File: src/rtl/mux16_rr_burst_ctrl.sv
// Round-robin burst controller for a shared 16:1 single-bit mux: grants one
// requester at a time and collects BURST_LEN serial bits per grant.
module mux16_rr_burst_ctrl #(
    parameter int unsigned BURST_LEN = 4
) (
    input  logic                 clk,
    input  logic                 rst_n,
    input  logic [15:0]          req,
    input  logic                 mux_output,
    output logic [3:0]           select_lines,
    output logic [15:0]          grant,
    output logic                 busy,
    output logic                 burst_valid,
    output logic [BURST_LEN-1:0] burst_data,
    output logic [3:0]           burst_src,
    output logic                 burst_abort
);

    localparam int unsigned N_REQ = 16;
    localparam int unsigned IDX_W = 4;
    localparam int unsigned CNT_W = 4;

    typedef enum logic {
        S_IDLE,
        S_XFER
    } state_e;

    state_e               state_q, state_d;
    logic [IDX_W-1:0]     ptr_q, ptr_d;
    logic [CNT_W-1:0]     cnt_q, cnt_d;
    logic [IDX_W-1:0]     sel_q, sel_d;
    logic [N_REQ-1:0]     grant_q, grant_d;
    logic                 busy_q, busy_d;
    logic                 valid_q, valid_d;
    logic                 abort_q, abort_d;
    logic [BURST_LEN-1:0] data_q, data_d;
    logic [IDX_W-1:0]     src_q, src_d;
    logic [BURST_LEN-1:0] coll_q, coll_d;

    logic                 win_found;
    logic [IDX_W-1:0]     win_idx;
    logic [IDX_W-1:0]     cand;
    logic [BURST_LEN-1:0] coll_samp;
    logic                 last_bit;

    // First requesting index at or after the pointer, wrapping mod 16.
    always_comb begin
        win_found = 1'b0;
        win_idx   = '0;
        cand      = '0;
        for (int i = 0; i < N_REQ; i++) begin
            cand = ptr_q + IDX_W'(i);
            if (!win_found && req[cand]) begin
                win_found = 1'b1;
                win_idx   = cand;
            end
        end
    end

    // Collection word with the current mux bit dropped into slot cnt_q.
    always_comb begin
        coll_samp = coll_q;
        for (int k = 0; k < BURST_LEN; k++) begin
            if (cnt_q == CNT_W'(k)) begin
                coll_samp[k] = mux_output;
            end
        end
    end

    assign last_bit = (cnt_q == CNT_W'(BURST_LEN - 1));

    always_comb begin
        state_d = state_q;
        ptr_d   = ptr_q;
        cnt_d   = cnt_q;
        sel_d   = sel_q;
        grant_d = grant_q;
        busy_d  = busy_q;
        valid_d = 1'b0;
        abort_d = 1'b0;
        data_d  = data_q;
        src_d   = src_q;
        coll_d  = coll_q;

        case (state_q)
            S_IDLE: begin
                if (win_found) begin
                    state_d = S_XFER;
                    sel_d   = win_idx;
                    grant_d = N_REQ'(1) << win_idx;
                    busy_d  = 1'b1;
                    cnt_d   = '0;
                    coll_d  = '0;
                end
            end
            S_XFER: begin
                if (req[sel_q]) begin
                    coll_d = coll_samp;
                    cnt_d  = cnt_q + CNT_W'(1);
                    if (last_bit) begin
                        // Only completed bursts are published to burst_data.
                        valid_d = 1'b1;
                        data_d  = coll_samp;
                        src_d   = sel_q;
                        grant_d = '0;
                        busy_d  = 1'b0;
                        ptr_d   = sel_q + IDX_W'(1);
                        state_d = S_IDLE;
                    end
                end else begin
                    abort_d = 1'b1;
                    grant_d = '0;
                    busy_d  = 1'b0;
                    ptr_d   = sel_q + IDX_W'(1);
                    state_d = S_IDLE;
                end
            end
            default: state_d = S_IDLE;
        endcase
    end

    always_ff @(posedge clk or negedge rst_n) begin
        if (!rst_n) begin
            state_q <= S_IDLE;
            ptr_q   <= '0;
            cnt_q   <= '0;
            sel_q   <= '0;
            grant_q <= '0;
            busy_q  <= 1'b0;
            valid_q <= 1'b0;
            abort_q <= 1'b0;
            data_q  <= '0;
            src_q   <= '0;
            coll_q  <= '0;
        end else begin
            state_q <= state_d;
            ptr_q   <= ptr_d;
            cnt_q   <= cnt_d;
            sel_q   <= sel_d;
            grant_q <= grant_d;
            busy_q  <= busy_d;
            valid_q <= valid_d;
            abort_q <= abort_d;
            data_q  <= data_d;
            src_q   <= src_d;
            coll_q  <= coll_d;
        end
    end

    assign select_lines = sel_q;
    assign grant        = grant_q;
    assign busy         = busy_q;
    assign burst_valid  = valid_q;
    assign burst_data   = data_q;
    assign burst_src    = src_q;
    assign burst_abort  = abort_q;

endmodule

File: config.mk
export PLATFORM = sky130hd
export DESIGN_NAME = mux16_rr_burst_ctrl
export DESIGN_NICKNAME = d
export VERILOG_FILES = /design/src/rtl/mux16_rr_burst_ctrl.sv
export SDC_FILE = /design/constraint.sdc
export NUM_CORES = 1
export LEC_CHECK = 0
export CAP_MARGIN = 0
export CORE_ASPECT_RATIO = 1.25
export CORE_MARGIN = 2
export CORE_UTILIZATION = 25
export CTS_CLUSTER_DIAMETER = 30
export DETAILED_ROUTE_END_ITERATION = 16
export GPL_TIMING_DRIVEN = 1
export PLACE_DENSITY_LB_ADDON = 0.3
export SLEW_MARGIN = 20
export SYNTH_ARGS = -nofsm -noshare
export SYNTH_HDL_FRONTEND = slang
export SYNTH_SLANG_ARGS = --single-unit
File: constraint.sdc
create_clock -name clk -period 6.9 [get_ports clk]
set_input_delay 1.38 -clock clk [delete_from_list [all_inputs] [get_ports clk]]
set_output_delay 1.38 -clock clk [all_outputs]
set_load 0.05 [all_outputs]
[Yosys cells after proc, flatten, opt, wreduce, memory -nomap -nowiden]
Cells that the tools add are included.
Storage, ports and cells
  flip-flop bits (word level): 44
  bits in latches: 0
  bits in writable memories: 0
  ROM bits: 0
  word-level logic and storage cells: 184
  memories kept: 0
Cells by class
  add/subtract/negate cells: 17
  multiply operators: 0
  divide/modulo/power cells: 0
  order comparisons: 17
  eq/ne operators: 7
  shifts and indexed selects: 1
  muxes and demuxes: 94
  bitwise operators: 1
  reduce and logical (&&, ||, !) cells: 36
Operators with widths (count)
  $lt 4x5->1 const B: 17
  $mux 4: 21
  $bmux 1 s4: 17
  $mux 1: 48
  $mux 16: 3
  $add 4x4->4 const B: 8
  $pmux 16 s2: 1
  $add 4x3->4 const B: 4
  $pmux 4 s2: 2
  $shl 1x4->16 const A: 1
  $logic_and 1x1->1: 15
  $logic_not 1->1: 15
  $add 4x1->4 const B: 3
  $add 4x2->4 const B: 2
  $eq 4x2->1 const B: 2
  $reduce_and 2->1: 4
  $eq 4x1->1 const B: 1
  $logic_not 4->1: 1
  $ne 2x2->1 const B: 2
  $pmux 1 s2: 2
  $ne 3x3->1 const B: 1
  $reduce_and 3->1: 1
  $ne 2x1->1 const B: 1
  $not 1->1: 1

[Depth between registers and ports, before layout]
Gate-level depths: netlist (run 1).
  depth after elaboration: 51
  mapped depth: 18
  gate-level depth less buffers: 11

[Worst setup path before layout (run 1)]
OpenSTA, ideal clock, no wires.
  path kind: reg-to-reg
  from: register ptr_q[1]
  to: register grant_q[1] (netlist: grant[1])
  setup time: 0.110 ns
  arrival time: 4.008 ns
  slack: 2.782 ns
  stages on the path, launching flop included: 16
  path buffers: 4
  path through: dfrtp_1 -> clkbuf_1 -> inv_2 -> ha_1 -> buf_2 -> mux4_2 -> mux2_2 -> mux2i_4 -> and4_1 -> buf_4 -> nand3_1 -> nor3_1 -> a32oi_1 -> or3_1 -> buf_2 -> o41ai_1
Between the ends
  word-level cells in the longest chain between the ends: 51
  elaborated cells between the ends (all ways): 114
RTL lines
  from (decl): RTL line 29  | logic [IDX_W-1:0] ptr_q, ptr_d;
  from (signal assigned): RTL line 137  | ptr_q <= ptr_d;
  parallel branches: the longest is 51 deep, another holds $add 4x1->4
  to (signal assigned): RTL line 140  | grant_q <= grant_d;
  to (decl): RTL line 32  | logic [N_REQ-1:0] grant_q, grant_d;
Parallel ways; which one is timed is not known. The select of a mux whose other input is x is not followed.
A chain may end at the register's enable or synchronous reset.

[Final worst setup path (run 1)]
  from: input port req[13]
  to: register grant_q[0] (netlist: grant[0])
Between the ends
  word-level cells in the longest chain between the ends: 51
  elaborated cells between the ends (all ways): 103
RTL lines
  from (decl): RTL line 8  | input logic [15:0] req,
  $bmux 1 s4: RTL line 53  | if (!win_found && req[cand]) begin
  $mux 1 (not written as such): RTL line 53
  $mux 1: RTL line 53
  $logic_not 1->1: RTL line 53
  $logic_and 1x1->1: RTL line 53
  $mux 1: RTL line 53
  $logic_not 1->1: RTL line 53
  $logic_and 1x1->1: RTL line 53
  [... 35 more ...]
  $logic_and 1x1->1: RTL line 53
  $mux 1: RTL line 53
  $logic_not 1->1: RTL line 53
  $logic_and 1x1->1: RTL line 53
  $mux 4: RTL line 53
  $shl 1x4->16: RTL line 90  | grant_d = N_REQ'(1) << win_idx;
  $mux 16: RTL line 87  | if (win_found) begin
  $pmux 16 s2: RTL line 85  | case (state_q)
Several ways; a longest one is shown, not always the timed one. The select of a mux whose other input is x is not followed.

==> flow_metrics.env, run 1 <==
export IMPL_ys_warn_count=0
export IMPL_synth_top_area_share_pct=24.6
export IMPL_grt_pass1_wl_um=21500
export IMPL_synth_most_common_cell="nand2_1"
export IMPL_synthArstFlopShare_pct=100
export IMPL_portBuffers=49
export IMPL_drtIter0Drc=280
export IMPL_crit_arrival_ns=5.45
export IMPL_die_x_um=122
export IMPL_grt_pass1_vias=3952
export IMPL_synth_edf_count=0
export IMPL_die_height_um=152
export IMPL_drv_cap=0
export IMPL_cts_repair_resized=0
export IMPL_pin_count=50
export IMPL_multi_input_area_sq_um=3100
export IMPL_yosys_most_used_dff="dfrtp_1"
export IMPL_syn_num_nets=481
export IMPL_vias=3881
export IMPL_post_cts_buffers=0
export IMPL_overflow=0
export IMPL_fmax_ghz=0.190
export IMPL_synth_top_family_by_area="multiplexers"
export IMPL_n_fill_cell=1834
export IMPL_areaGrowthSynthToFinish_pct=19.1
export IMPL_core_sq_um=17300
export IMPL_wl_per_cell_um=18.7
export IMPL_crit_path_max_fanout=16
export IMPL_drive_above_1_share_pct=16.3
export IMPL_finalWirelength_um=13300
export IMPL_cp_startpoint="req[13]"
export IMPL_worstReg2RegStart="ptr_q[1]"
export IMPL_synth_simple_area_share_pct=15.6
export IMPL_muxShareOfSynthArea_pct=28.8
export IMPL_rsz0062_at_grt="false"
export IMPL_stdcell_count=708
export IMPL_min_period_ns=5.28
export IMPL_antenna_cells=0
export IMPL_seq_area_frac_synth_pct=24.6
export IMPL_min_delay_path_class="reg -> reg"
export IMPL_yosys_area_top_type="dfrtp_1"
export IMPL_startpoint_type="input pin"
export IMPL_worst_skew_pair_late_latency_ns=0.28
export IMPL_min_from="burst_data[2]"
export IMPL_fp_row_count=54
export IMPL_synthTopCellsByArea="dfrtp_1 25%, mux4_2 22%, nand2_1 6.5%"
export IMPL_first_pass_iters=5
export IMPL_postRouteAntennaNets=0
export IMPL_grt_max_degree=44
export IMPL_clk_pin_slew_ns=0.06
export IMPL_gp_congestion=0.923
export IMPL_synth_xor_area_share_pct=3.60
export IMPL_numCtsBuffers=5
export IMPL_skew_ns=0.00591
export IMPL_viasPerCell=5.48
export IMPL_initial_core_util_pct=25.3
export IMPL_track_usage_pct=14.4
export IMPL_syn_area_sq_um=4370
export IMPL_clock_sinks=43
export IMPL_fin_crit_sh_pct=76.5
export IMPL_nNetsFinal=515
export IMPL_timing_slew_headroom_pct=33.8
export IMPL_syn_avg_cell_area_sq_um=9.74
export IMPL_status="finished, final reports clean"
export IMPL_critPathKind="in -> reg"
export IMPL_root_buffer="clkbuf_16"
export IMPL_worst_pin_slew_ns=0.990
export IMPL_critPathCaptureType="register"
export IMPL_die_area_sq_um=18600
export IMPL_route_detailed_drc=0
export IMPL_cp_required_ns=7.08
export IMPL_seqCellArea_sq_um=1080
export IMPL_place_inst=700
export IMPL_setup_viol=0
export IMPL_tritoncts="built"
export IMPL_htree_levels=2
export IMPL_finalHoldViolCount=0
export IMPL_yosys_top_cells_count="76 x nand2_1, 43 x dfrtp_1, 42 x mux4_2"
export IMPL_netlist_instances=449
export IMPL_yosys_register_bits=43
export IMPL_antenna_found_initial=0
export IMPL_synth_compound_area_share_pct=19.1
export IMPL_cts_buffer_depth=2
export IMPL_dp_hpwl_um=9810
export IMPL_cts_hold_buf=0
export IMPL_yosys_area_share_adder_pct=3.72
export IMPL_timing_final_max_slew_violations=0
export IMPL_tns_ns=0
export IMPL_ys_types=74
## final cells by class
cell class	instances	share of cell area [%]
inverters	15	1.08
clock inverters	3	0.841
clock buffers	5	2.40
flip-flops and latches	43	20.7
multi-input cells	364	59.5
repair buffers	54	10.1
well taps	224	5.38
## critical path, stage by stage
cell,delay (ns)
clkdlybuf4s50_1,0.57
mux4_2,0.60
mux2_2,0.35
mux2i_1,0.54
and3b_1,0.31
and3_1,0.31
a41oi_1,0.14
buf_4,0.21
nor2_1,0.77
nand2_1,0.17
o41ai_2,0.09
## path summary, 6_finish.rpt
kind	cells after the start	endpoint	slack, ns
min	2	burst_data[2]	0.48
max in group asynchronous	1	ptr_q[0]	5.41
max	11	grant[0]	1.62
min in group asynchronous	1	coll_q[0]	1.08
max reg2reg	12	grant[0]	1.89
min reg2reg	2	burst_data[2]	0.48
## routing by layer
metal  up-vias  part of all wire (%)  global-route usage, %
li1       1780                     -                      -
met1      1915                    40                   17.7
met2       156                    52                   25.2
met3        30                   5.3                   2.03
met4         0                   3.1                   5.09
met5         -                     0                      0
## state kept, by name, summed over array words and instances, names as in the netlist
signal / flops
grant: 16
burst_data: 4
burst_src: 4
cnt_q: 4
ptr_q: 4
select_lines: 4
coll_q: 3
burst_abort: 1
burst_valid: 1
busy: 1
state_q: 1
## cells in the final DEF (no fill, tap or decap), drive strengths merged, types with 12 or more instances in the layout
cell type	Yosys	routed
a21oi	12	12
clkdlybuf4s50	0	48
dfrtp	43	43
ha	13	13
inv	14	14
mux2i	19	19
mux4	42	42
nand2	76	76
nor2	30	30
o21ai	23	23
o31ai	12	12
## through the flow
stage	setup WS (ns)	area [sq um]	hold WS, ns	utilization, %
floorplan	2.78	4370	0.456	-
global placement	1.54	5040	0.468	29.1
global route	1.42	5210	0.512	30.1
finish	1.62	5210	0.484	30.1
CTS	1.73	5200	0.487	30.1
detailed placement	1.43	5040	0.466	29.1
## cell families after synthesis
kind of cell    count (synthesis)
fa+ha+maj                      13
mux                            71
flops                          43
simple gates                  151
compound gates                114
buf+inv                        42
xor+xnor                       15
Power of run 1 is not shown: default switching activity piles up to over one toggle a cycle in this logic, so the estimate is an artifact.
==> inputs of run 2 (changes only) <==
==> constraint.sdc (replaced) <==
create_clock -name clk -period 5.3 [get_ports clk]
set_input_delay 1.06 -clock clk [delete_from_list [all_inputs] [get_ports clk]]
set_output_delay 1.06 -clock clk [all_outputs]
set_load 0.05 [all_outputs]
==> run 2 against run 1 <==
- final area increased by 0.67%
- cell count increased by 0.71%
- count of clock-buffer cells in the layout unchanged
- critical path depth decreased by 1
- sequential share of layout area decreased by 0.14 points
- via count increased by 0.52%
- worst hold slack got worse by 0.0015 ns
- core utilization increased by 0.20 points
- critical path type unchanged
- critical endpoint is now grant[5]
==> flow_metrics.env, run 2 (synthesized netlist as in run 1, its figures left out) <==
export IMPL_postRouteAntennaNets=0
export IMPL_drive_above_1_share_pct=17.2
export IMPL_cts_hold_buf=0
export IMPL_min_period_ns=4.71
export IMPL_track_usage_pct=14.4
export IMPL_grt_pass1_wl_um=21400
export IMPL_cp_required_ns=5.46
export IMPL_final_common_cell="nand2_1"
export IMPL_setup_viol=0
export IMPL_clock_sinks=43
export IMPL_core_sq_um=17300
export IMPL_viasPerCell=5.47
export IMPL_clk_pin_slew_ns=0.06
export IMPL_post_cts_buffers=0
export IMPL_fin_crit_sh_pct=88.9
export IMPL_cts_buffer_depth=2
export IMPL_critPathCaptureType="register"
export IMPL_die_x_um=122
export IMPL_n_fill_cell=1856
export IMPL_fp_row_count=54
export IMPL_htree_levels=2
export IMPL_areaGrowthSynthToFinish_pct=19.9
export IMPL_grt_pass1_vias=4024
export IMPL_die_height_um=152
export IMPL_grt_max_degree=44
export IMPL_rsz0062_at_grt="false"
export IMPL_antenna_found_initial=0
export IMPL_startpoint_type="input pin"
export IMPL_utilization_pct=30.3
export IMPL_pin_count=50
export IMPL_route_detailed_drc=0
export IMPL_crit_arrival_ns=4.88
export IMPL_die_area_sq_um=18600
export IMPL_tritoncts="built"
export IMPL_crit_path_max_fanout=10
export IMPL_timing_slew_headroom_pct=36.1
export IMPL_skew_ns=0.00742
export IMPL_finalWirelength_um=13100
export IMPL_largest_reg_flops=16
export IMPL_finalHoldViolCount=0
export IMPL_drtIter0Drc=341
export IMPL_place_inst=705
export IMPL_final_cell_area_sq_um=5240
export IMPL_timing_final_max_slew_violations=0
export IMPL_gp_congestion=0.880
export IMPL_nNetsFinal=520
export IMPL_worst_pin_slew_ns=0.958
export IMPL_stdcell_count=713
export IMPL_critPathKind="in -> reg"
export IMPL_dp_hpwl_um=9790
export IMPL_numCtsBuffers=5
export IMPL_min_delay_path_class="reg -> reg"
export IMPL_place_area_sq_um=5070
export IMPL_first_pass_iters=5
export IMPL_final_cell_mix="76 x nand2_1, 48 x clkdlybuf4s50_1, 42 x mux4_2, 42 x dfrtp_1, 30 x nor2_1"
export IMPL_worst_skew_pair_late_latency_ns=0.28
export IMPL_drv_cap=0
export IMPL_antenna_cells=0
export IMPL_status="finished, final reports clean"
export IMPL_initial_core_util_pct=25.3
export IMPL_cts_repair_resized=0
export IMPL_tns_ns=0
export IMPL_wl_per_cell_um=18.4
export IMPL_portBuffers=49
export IMPL_root_buffer="clkbuf_16"
export IMPL_vias=3901
export IMPL_fmax_ghz=0.212
export IMPL_overflow=0
-- run 2: cell types whose count changed in the layout (fill, tap and decap cells not counted), sizes merged --
cell,delta
buf,+5
-- run 2: path summary, 6_finish.rpt --
path                       startpoint        end  slack [ns]  depth (start not counted)
max                            req[9]   grant[5]        0.59                         10
min                              busy       busy        0.48                          1
max reg2reg                  ptr_q[1]   grant[5]        0.80                         11
min reg2reg                      busy       busy        0.48                          1
max in group asynchronous       rst_n   ptr_q[0]        3.72                          1
min in group asynchronous       rst_n  coll_q[0]        0.93                          1
-- run 2: worst max-delay path: stages --
cell and delay, ns:
clkdlybuf4s50_1 0.60, mux4_2 0.59, mux4_2 0.53, nor3_2 0.16
and4_1 0.41, nand3_1 0.24, nor3_1 0.23, a32oi_1 0.13
or3_1 0.55, o41ai_1 0.39
-- run 2: stage by stage --
stage	setup slack [ns]	hold WS (ns)
floorplan	1.18	0.456
global placement	0.413	0.466
detailed placement	0.359	0.467
CTS	0.648	0.486
global route	0.321	0.506
finish	0.587	0.482
-- run 2: layout make-up --
class                           count  area (sq um)  area share, %
Multi-Input combinational cell    364          3100           59.1
Sequential cell                    43          1080           20.5
Clock buffer                        5           125           2.39
Tap cell                          224           280           5.35
Clock inverter                      3          43.8          0.835
Inverter                           15          56.3           1.07
Timing Repair Buffer               59           561           10.7
-- run 2: per-layer routing --
| layer | vias to the layer above | global-route usage (%) | part of all wire, % | routed length (um) |
|---|---|---|---|---|
| met4 | 0 | 6.57 | 4.4 | 575 |
| met2 | 151 | 24.6 | 51 | 6690 |
| met1 | 1918 | 17.8 | 40 | 5260 |
| met3 | 31 | 2.03 | 4.7 | 614 |
| met5 | - | 0 | 0 | 0 |
| li1 | 1801 | - | - | - |
Power of run 2 is left out for the same reason.
